**src/rtl/ram8.sv**
```systemverilog
// Eight-word register file: synchronous write through a 1-to-8 load demux,
// combinational read through an 8-to-1 mux, synchronous active-high clear.
module ram8 #(
  parameter int ADDRESS_WIDTH = 3,
  parameter int DATA_WIDTH    = 16
) (
  input  logic                     clk,
  input  logic                     reset,
  input  logic [ADDRESS_WIDTH-1:0] address,
  input  logic [DATA_WIDTH-1:0]    in,
  input  logic                     load,
  output logic [DATA_WIDTH-1:0]    out
);

  localparam int WORDS = 1 << ADDRESS_WIDTH;

  logic [DATA_WIDTH-1:0] words [WORDS];
  logic [WORDS-1:0]      word_load;

  // One-hot write decode; all lines stay low when load is deasserted.
  always_comb begin
    // NOTE: default assignment first so no path leaves word_load unassigned (no latch).
    word_load = '0;
    if (load) word_load[address] = 1'b1;
  end

  always_ff @(posedge clk) begin
    if (reset) begin
      // NOTE: the words are discrete registers, so clearing them all on reset is cheap and required.
      for (int i = 0; i < WORDS; i++) words[i] <= '0;
    end else begin
      for (int i = 0; i < WORDS; i++) begin
        // NOTE: non-blocking so every word samples pre-edge values together.
        if (word_load[i]) words[i] <= in;
      end
    end
  end

  // Read is combinational with no bypass: a write shows up only after the edge.
  assign out = words[address];

endmodule

```
**config.mk**
```make
export PLATFORM = sky130hd
export DESIGN_NAME = ram8
export DESIGN_NICKNAME = d
export VERILOG_FILES = /design/src/rtl/ram8.sv
export SDC_FILE = /design/constraint.sdc
export NUM_CORES = 1
export LEC_CHECK = 0
export BUFFER_PORTS_ARGS = -buffer_cell sky130_fd_sc_hd__clkbuf_2
export CAP_MARGIN = 20
export CORE_UTILIZATION = 51
export DETAILED_ROUTE_END_ITERATION = 8
export HOLD_SLACK_MARGIN = 0.15
export PLACE_DENSITY = 0.69
export SETUP_SLACK_MARGIN = 0.2
export SLEW_MARGIN = 25
export SYNTH_ARGS = -nofsm -noshare
export SYNTH_HDL_FRONTEND = slang
export SYNTH_SLANG_ARGS = --single-unit
```
**constraint.sdc**
```tcl
create_clock -name clk -period 2.9 [get_ports clk]
set_clock_uncertainty 0.15 [all_clocks]
set_input_delay 0.58 -clock clk [delete_from_list [all_inputs] [get_ports clk]]
set_output_delay 0.58 -clock clk [all_outputs]
set_load 0.01 [all_outputs]
```
* After elaboration in Yosys (flattened, before gate mapping)
Memories as Yosys holds them, arrays and structs flattened. Index checks and enable logic that the tools add are counted.
Word-level totals: bits of input ports 22, output and inout port bits 16, memories kept 1, word-level logic and storage cells 49, RAM bits 128, register bits after elaboration 0
Memories:
- words | depth 8, bits a word 16, rd ports 1, clocked after memory_dff 0, wr ports 8, line 17 | logic [DATA_WIDTH-1:0] words [WORDS];
Cells by class: magnitude comparators 2, bitwise gates (word level) 8, reductions and logical operators 1, muxes and demuxes 37
Operator list (number):
- $mux 16 | 8
- $mux 1 | 27
- $mux 8 | 1
- $or 1x1->1 | 8
- $lt 3x4->1 const B | 1
- $demux 1 s3 | 1
- $ge 3x1->1 const B | 1
- $logic_and 1x1->1 | 1

* Depth between registers and ports, before layout
Gate-level depths: netlist of run 1.
depth in word-level cells 9, gate-level depth with buffers 7

* Least setup slack after synthesis of run 1
No wires, ideal clock.
path type input-to-reg, from input address[2], to memory words[6][0] (enable), stages 5, required time 2358 ps, buffers on the path 3, data arrival time 2135 ps, slack 223 ps, cells stage by stage buf_2 > buf_2 > clkbuf_1 > nand3_1 > o21bai_1
RTL lines:
- start, declared | line 9 | input logic [ADDRESS_WIDTH-1:0] address,
- end, declared | line 17

* Worst setup path after layout of run 1
from input address[0], to output out[10]
On the way: word-level cells in the longest chain between the ends 1
Ends and longest elaborated chain:
- $mem_v2 8x16
- end, declared | line 12 | output logic [DATA_WIDTH-1:0] out
No other way between the ends.

==> results of run 1 <==
==> layout make-up <==
class / count / area [sq um] / area share, %
inverters: 17 / 63.8 / 0.944
clock inverters: 14 / 190 / 2.81
well taps: 136 / 170 / 2.52
repair buffers: 72 / 493 / 7.29
clock buffers: 18 / 418 / 6.18
multi-input cells: 225 / 1580 / 23.4
flip-flops and latches: 128 / 3840 / 56.9
==> cells in the mapped netlist, drive strengths merged <==
library cell	instances	area (sq um)
nand2	3	11.3
edfxtp	128	3840
inv	17	63.8
nor2b	4	32.5
a22oi	8	60.1
o21bai	1	7.51
mux4	12	304
a221oi	8	70.1
and2	1	6.26
o211ai	1	7.51
nand2b	22	138
nand3b	1	7.51
clkbuf	7	26.3
nand3	5	25.0
a21oi	2	10.0
nor2	108	405
mux2i	14	140
a311o	2	20.0
o32ai	2	17.5
a41o	1	10.0
buf	16	105
mux2	21	236
a211oi	1	7.51
o21ai	7	35.0
nor3	1	5.00
==> cell usage in the layout (no fill, tap or decap), drive strengths merged <==
cell type / n
a211oi: 1
a21oi: 2
a221oi: 8
a22oi: 8
a311o: 2
a41o: 1
and2: 1
buf: 35
bufinv: 4
clkbuf: 55
clkinv: 6
clkinvlp: 3
edfxtp: 128
inv: 18
mux2: 21
mux2i: 14
mux4: 12
nand2: 3
nand2b: 22
nand3: 5
nand3b: 1
nor2: 108
nor2b: 4
nor3: 1
o211ai: 1
o21ai: 7
o21bai: 1
o32ai: 2
==> kinds of logic (layout without fill, tap and decap cells) <==
group                  Yosys count  after routing  synth area share, %
AND/OR/NAND/NOR                145            145                 11.3
flip-flops                     128            128                 68.7
multiplexers                    47             47                 12.2
buffers and inverters           40            121                 3.49
AO/OA/AOI/OAI                   33             33                 4.38
==> power groups by stage <==
stage | combinational [uW] | sequential [uW] | clock, uW
after floorplan | 245 | 2230 | 0
after global placement | 397 | 2240 | 0
after detailed placement | 404 | 2250 | 0
after CTS | 408 | 2210 | 2180
after global routing | 444 | 2220 | 2240
final | 412 | 2210 | 2160
==> through the flow <==
step	power, uW	cells
4_1_cts	4800	610
6_report	4790	610
2_1_floorplan	2480	393
5_1_grt	4910	610
3_3_place_gp	2640	578
3_5_place_dp	2650	578
==> per-layer routing <==
| metal | track usage [%] | vias to the layer above |
|---|---|---|
| met3 | 6.14 | 18 |
| met5 | 0 | - |
| met2 | 39.9 | 176 |
| li1 | - | 1594 |
| met1 | 31.9 | 1755 |
| met4 | 9.49 | 0 |
==> final timing paths <==
path,start,slack (ns),to
worst min-delay path,in[10],0.35,words[6][10]
worst max-delay path,address[0],0.28,out[10]
==> what timing repair did <==
action,in CTS,in global routing
resized for setup,3,10
gates cloned,0,0
setup endpoints to repair,2,12
pin swaps,0,0
==> impl_metrics.tcl, run 1 <==
set metrics [dict create \
    cts_hold_buf 0 \
    wirelength_mm 13.0 \
    clkTransAtPathRegs_ns 0.05 \
    wl_per_cell_microns 21.3 \
    clock_sinks 128 \
    cts_made_buffers 17 \
    post-route-util_pct 64.6 \
    synth-seq-cells 128 \
    min_period_ns 2.62 \
    max-cap-violations 0 \
    hpwl_mm 8.17 \
    tightest_slew_ns 0.491 \
    rows 37 \
    path_class "input port to output pin" \
    dr.pass1.iters 4 \
    critPathArrivalTime_ns 1.89 \
    cts_tree "done" \
    drc_errors 0 \
    nets 483 \
    finalWorstSetupSlack_ns 0.276 \
    hold_slack_ns 0.353 \
    power_density_nw_per_um2 708 \
    die_y_microns 107 \
    wl_met1_mm 5.35 \
    preCtsSetupSlack_ns 0.150 \
    power_frac_clock_pct 45.2 \
    top_regs "words (128)" \
    syn_area_sq_um 5600 \
    die_w_microns 107 \
    post_cts_buffers 0 \
    slew_headroom_pct 67.3 \
    ios 38 \
    clockBufferDepth 2 \
    yosysSeqAreaShare_pct 68.7 \
    cp-start-kind "input port" \
    ant_nets 0 \
    top_layer_used "met4" \
    period_share_pct 90.5 \
    grt_use_total_pct 24.6 \
    final_area_sq_um 6760 \
    p_leak_uw 0.00257 \
    cp_max_fo 13 \
    end_kind "output pin" \
    critical-path-top-delay-family "multiplexers" \
    cp_slowest_cell "mux4_1" \
    top_register "words" \
    placedInstanceArea_sq_um 6110 \
    final-hold-violation-count 0 \
    crit_chain "clkbuf_2 > buf_6 > mux4_1 > mux2_2 > clkbuf_2" \
    synth_cell_type_count 29 \
    crit_cells 5 \
    setup_violations 0 \
    core_area_sq_um 10500 \
    netlist_instances 393 \
    status "completed" \
    cts_root_buffer "clkbuf_8" \
    timing.fmax_ghz 0.381 \
    worstPathRequired_ns 2.17 \
    syn-num-nets 415 \
    largest_reg_flops 128 \
    p_sw_uw 1040 \
    fin_tns_setup_ns 0 \
    crit_buf_inv 3 \
    drt-initial-drc-count 257 \
    grt_start_max_net_pins 25 \
    wl_met2_mm 6.39 \
    portBuffers 37 \
    worstHoldPathType "input port to register" \
    initial_core_util_pct 53.5 \
    vdd_drop_max_mv 0.622 \
    fillers 780 \
    p_seq_share_pct 46.2 \
    max_stage_delay_ns 0.58 \
    cp_common_cell "clkbuf_2" \
    die_area_sq_um 11400 \
    internal-power_uw 3740 \
    rsz0062_at_grt "false" \
    cts_max_level 4 \
    via_per_inst 5.81 \
    drv_slew 0 \
    syn_to_final_growth_pct 20.8 \
    combPwrFrac_pct 8.6 \
    hold_depth 3 \
    grt_pass1_wl_mm 19.7 \
    place.gp.congestion 0.832 \
    yosys_warnings 0 \
    vias 3543 \
    synth_area_per_cell_sq_um 14.2 \
    route.met3.wl_mm 1.02 \
    antenna_found_initial 0 \
    antenna_cells 0 \
    drive_gt1_share_pct 27.6 \
    grt-ovfl-total 0 \
    first_global_vias 3503 \
    switching_share_pct 21.8 \
]
Note: power is estimated with default switching activity, not from simulation.
==> inputs of run 2 (changes only) <==
- CORE_MARGIN: default -> 10
- CORE_UTILIZATION: 51 -> 35
- PLACE_DENSITY: 0.69 -> default
==> run 2 against run 1 <==
  * Non-clock buffer count rose by 2
  * Sequential power is essentially flat
  * Critical path depth unchanged
  * Clock-buffer cell count is the same
  * Die area is 88% higher
  * Via count shrank 2.2%
  * First-iteration DRC count grew 11%
  * Cell count rose by 13%
==> impl_metrics.tcl, run 2 (synthesis gave the netlist of run 1 again) <==
set metrics [dict create \
    final_area_sq_um 6780 \
    wl_per_cell_microns 20.9 \
    nets 485 \
    antenna_cells 0 \
    syn_to_final_growth_pct 21.2 \
    max_stage_delay_ns 0.56 \
    drive_gt1_share_pct 26.7 \
    final-seq-area_sq_um 3840 \
    top_regs "words (128)" \
    vias 3465 \
    grt_use_total_pct 13.7 \
    rsz0062_at_grt "false" \
    cts_max_level 4 \
    drc_errors 0 \
    preCtsSetupSlack_ns -0.0407 \
    clkTransAtPathRegs_ns 0.05 \
    min_period_ns 2.64 \
    tightest_slew_ns 0.520 \
    final-hold-violation-count 0 \
    fillers 1491 \
    cts_tree "done" \
    largest_reg_flops 128 \
    core_area_sq_um 15800 \
    cp_slowest_cell "mux4_1" \
    vdd_drop_max_mv 0.660 \
    path_class "input port to output pin" \
    dr.pass1.iters 4 \
    power_density_nw_per_um2 683 \
    cp_max_fo 12 \
    multi_input_area_sq_um 1560 \
    top_register "words" \
    combPwrFrac_pct 9.0 \
    post_cts_buffers 0 \
    cts_hold_buf 0 \
    setup_violations 0 \
    final_common_cell "edfxtp_1" \
    switching_share_pct 22.6 \
    placedInstanceArea_sq_um 6210 \
    grt_start_max_net_pins 25 \
    worstHoldPathType "input port to register" \
    die_area_sq_um 21400 \
    cp-start-kind "input port" \
    first_global_vias 3648 \
    antenna_found_initial 0 \
    grt_pass1_wl_mm 21.9 \
    crit_buf_inv 3 \
    rows 46 \
    drv_slew 0 \
    status "completed" \
    place.gp.congestion 0.745 \
    post-route-util_pct 43.0 \
    final_cell_mix "edfxtp_1 (128), nor2_1 (108), buf_4 (35), clkbuf_2 (35), nand2b_1 (22)" \
    ant_nets 0 \
    cts_made_buffers 17 \
    critPathArrivalTime_ns 1.91 \
    p_seq_share_pct 47.7 \
    worstPathRequired_ns 2.17 \
    cts_root_buffer "clkbuf_16" \
    initial_core_util_pct 35.5 \
    end_kind "output pin" \
    p_sw_uw 1050 \
    finalWorstSetupSlack_ns 0.259 \
    slew_headroom_pct 65.4 \
    ios 38 \
    hpwl_mm 8.95 \
    clockBufferDepth 2 \
    die_y_microns 146 \
    critical-path-top-delay-family "multiplexers" \
    max-cap-violations 0 \
    timing.fmax_ghz 0.379 \
    crit_chain "buf_4 > buf_12 > mux4_1 > mux2_2 > clkbuf_2" \
    die_w_microns 146 \
    drt-initial-drc-count 284 \
    internal-power_uw 3590 \
    wirelength_mm 14.4 \
    grt-ovfl-total 0 \
    period_share_pct 91.1 \
    portBuffers 37 \
    via_per_inst 5.01 \
    clock_sinks 128 \
    p_leak_uw 0.00255 \
    power_frac_clock_pct 43.4 \
]
run 2: cell count changes in the layout (fill, tap and decap cells not counted), sizes merged:
cell	delta
clkbuf	-1
clkinv	+3
inv	-1
clkinvlp	-1
buf	+3
bufinv	-2
run 2: what timing repair did:
action,CTS,global route
gates cloned,0,0
endpoints found under the hold margin,0,0
gates resized for setup,5,3
setup endpoints to repair,14,8
run 2: per-layer routing:
layer | global-route usage (%) | wire length, microns
met2 | 21.1 | 7000
met5 | 0 | 0
met1 | 17.9 | 6460
met3 | 3.83 | 756
met4 | 5.16 | 208
run 2: power by group through the flow:
stage                     registers, uW  clock network (uW)  logic, uW
after floorplan                    2230                   0        245
after global placement             2240                   0        412
after CTS                          2210                2030        423
after detailed placement           2250                   0        419
final                              2210                2010        415
after global routing               2220                2120        453
run 2: layout make-up:
class / count / share of cell area [%]
clock buffer: 18 / 6.33
clock inverter: 13 / 1.81
inverter: 17 / 0.941
multi-input combinational: 225 / 23.0
sequential: 128 / 56.7
tap: 216 / 3.99
timing repair buffer: 74 / 7.20
run 2: path summary, 6_finish.rpt:
kind	end	from	cells past startpoint
max	out[10]	address[0]	5
min	words[6][8]	in[8]	3
run 2: tightest hold or removal path: stages:
cell	delay, ns
clkbuf_2	0.07
nand2b_1	0.14
inv_1	0.11
run 2: metrics by stage:
stage,instances,setup TNS (ns),total power [uW],hold slack [ns]
after detailed placement,660,-0.0407,2670,0.871
after global placement,660,-0.0449,2650,0.859
final,691,0,4630,0.451
after global routing,691,0,4790,0.477
after CTS,691,0,4660,0.438
after floorplan,393,0,2480,0.735
==> inputs of run 3 (changes only) <==
- CORE_UTILIZATION: 35 -> 55
- GPL_ROUTABILITY_DRIVEN: default -> 0
- PLACE_DENSITY: default -> 0.74
- clock period: 2.9 -> 3.1 ns (I/O delays scaled with it)
==> run 3 against run 2 <==
  * Via count decreased by 0.55%
  * Combinational power fell by 10%
  * Power fell by 5.6%
  * Largest cell class unchanged
  * Highest routed layer unchanged
==> impl_metrics.tcl, run 3 (synthesis gave the netlist of run 1 again) <==
set metrics [dict create \
    cts_made_buffers 17 \
    wl_met2_mm 6.41 \
    wl_per_cell_microns 21.2 \
    portBuffers 37 \
    slew_headroom_pct 64.5 \
    worstPathRequired_ns 2.33 \
    max-cap-violations 0 \
    path_class "input port to output pin" \
    place_inst 571 \
    route.met3.wl_microns 905 \
    nets 479 \
    drt-initial-drc-count 380 \
    die_area_sq_um 14600 \
    antenna_cells 0 \
    post_cts_buffers 0 \
    cp-start-kind "input port" \
    power_density_nw_per_um2 657 \
    status "completed" \
    initial_core_util_pct 56.7 \
    top_regs "words (128)" \
    drv_slew 0 \
    crit_chain "clkbuf_2 > buf_4 > mux4_1 > mux2_2 > clkbuf_2" \
    syn_to_final_growth_pct 18.9 \
    rows 36 \
    cp_slowest_cell "buf_4" \
    rsz0062_at_grt "false" \
    clock_sinks 128 \
    wl_met1_mm 5.30 \
    first_global_vias 3630 \
    grt_pass1_wl_mm 20.0 \
    cts_root_buffer "clkbuf_8" \
    hold_depth 3 \
    post_layout_nonfiller_instances 603 \
    finalWorstSetupSlack_ns 0.314 \
    drive_gt1_share_pct 26.2 \
    end_kind "output pin" \
    vias 3446 \
    timing.fmax_ghz 0.359 \
    top_layer_used "met4" \
    via_per_inst 5.71 \
    dr.pass1.iters 5 \
    post-route-util_pct 67.4 \
    cts_tree "done" \
    tightest_slew_ns 0.532 \
    largest_reg_flops 128 \
    antenna_found_initial 0 \
    ios 38 \
    hold_slack_ns 0.385 \
    die_y_microns 121 \
    cts_max_level 4 \
    core_area_sq_um 9860 \
    critPathArrivalTime_ns 2.02 \
    grt-ovfl-total 0 \
    worstHoldPathType "input port to register" \
    grt_use_total_pct 18.4 \
    die_w_microns 121 \
    ant_nets 0 \
    max_stage_delay_ns 0.39 \
    final_cell_mix "edfxtp_1 (128), nor2_1 (108), clkbuf_2 (37), buf_4 (29), nand2b_1 (22)" \
    wirelength_mm 12.8 \
    setup_violations 0 \
    cp_common_cell "clkbuf_2" \
    cp_max_fo 27 \
    final-hold-violation-count 0 \
    hpwl_mm 8.16 \
    top_register "words" \
    fillers 702 \
    final_common_cell "edfxtp_1" \
    clockBufferDepth 2 \
    drc_errors 0 \
    clkTransAtPathRegs_ns 0.06 \
    fin_tns_setup_ns 0 \
    p_leak_uw 0.00253 \
    grt_start_max_net_pins 28 \
    period_share_pct 89.9 \
    cts_hold_buf 0 \
    vdd_drop_max_mv 0.392 \
    min_period_ns 2.79 \
    preCtsSetupSlack_ns 0.309 \
]
[run 3: worst paths after layout]
kind / slack, ns / from / to
min: 0.39 / in[8] / words[6][8]
max: 0.31 / address[1] / out[10]
[run 3: worst max-delay path: cells and delay by family]
family / cells / cell delay (ns)
buffers and inverters: 3 / 0.74
multiplexers: 2 / 0.65
[run 3: final cells by class]
cell class | instances | area, sq um | share of cell area (%)
Clock buffer | 17 | 414 | 6.23
Clock inverter | 15 | 169 | 2.54
Inverter | 17 | 63.8 | 0.959
Multi-Input combinational cell | 225 | 1560 | 23.5
Sequential cell | 128 | 3840 | 57.8
Tap cell | 133 | 166 | 2.50
Timing Repair Buffer | 68 | 434 | 6.53
[run 3: per-stage QoR]
step	total power, uW	area, sq um
after floorplan	2320	5600
after global placement	2460	6060
after detailed placement	2480	6060
after CTS	4390	6650
after global routing	4520	6650
final	4370	6650
[run 3: repair_timing]
| item | 4_1_cts | 5_1_grt |
|---|---|---|
| gates resized for setup | 0 | 1 |
| endpoints found under the setup margin | 0 | 1 |
| hold endpoints to repair | 0 | 0 |
[run 3: power breakdown]
part | switching, uW | internal [uW]
Combinational | 217 | 154
Clock | 716 | 1220
Sequential | 33.8 | 2040
Total | 967 | 3410
[run 3: per-layer routing]
| layer | vias to the layer above | global-route usage [%] |
|---|---|---|
| met5 | - | 0 |
| met4 | 0 | 7.99 |
| met3 | 20 | 4.51 |
| met2 | 135 | 29.5 |
| met1 | 1722 | 23.2 |
| li1 | 1569 | - |
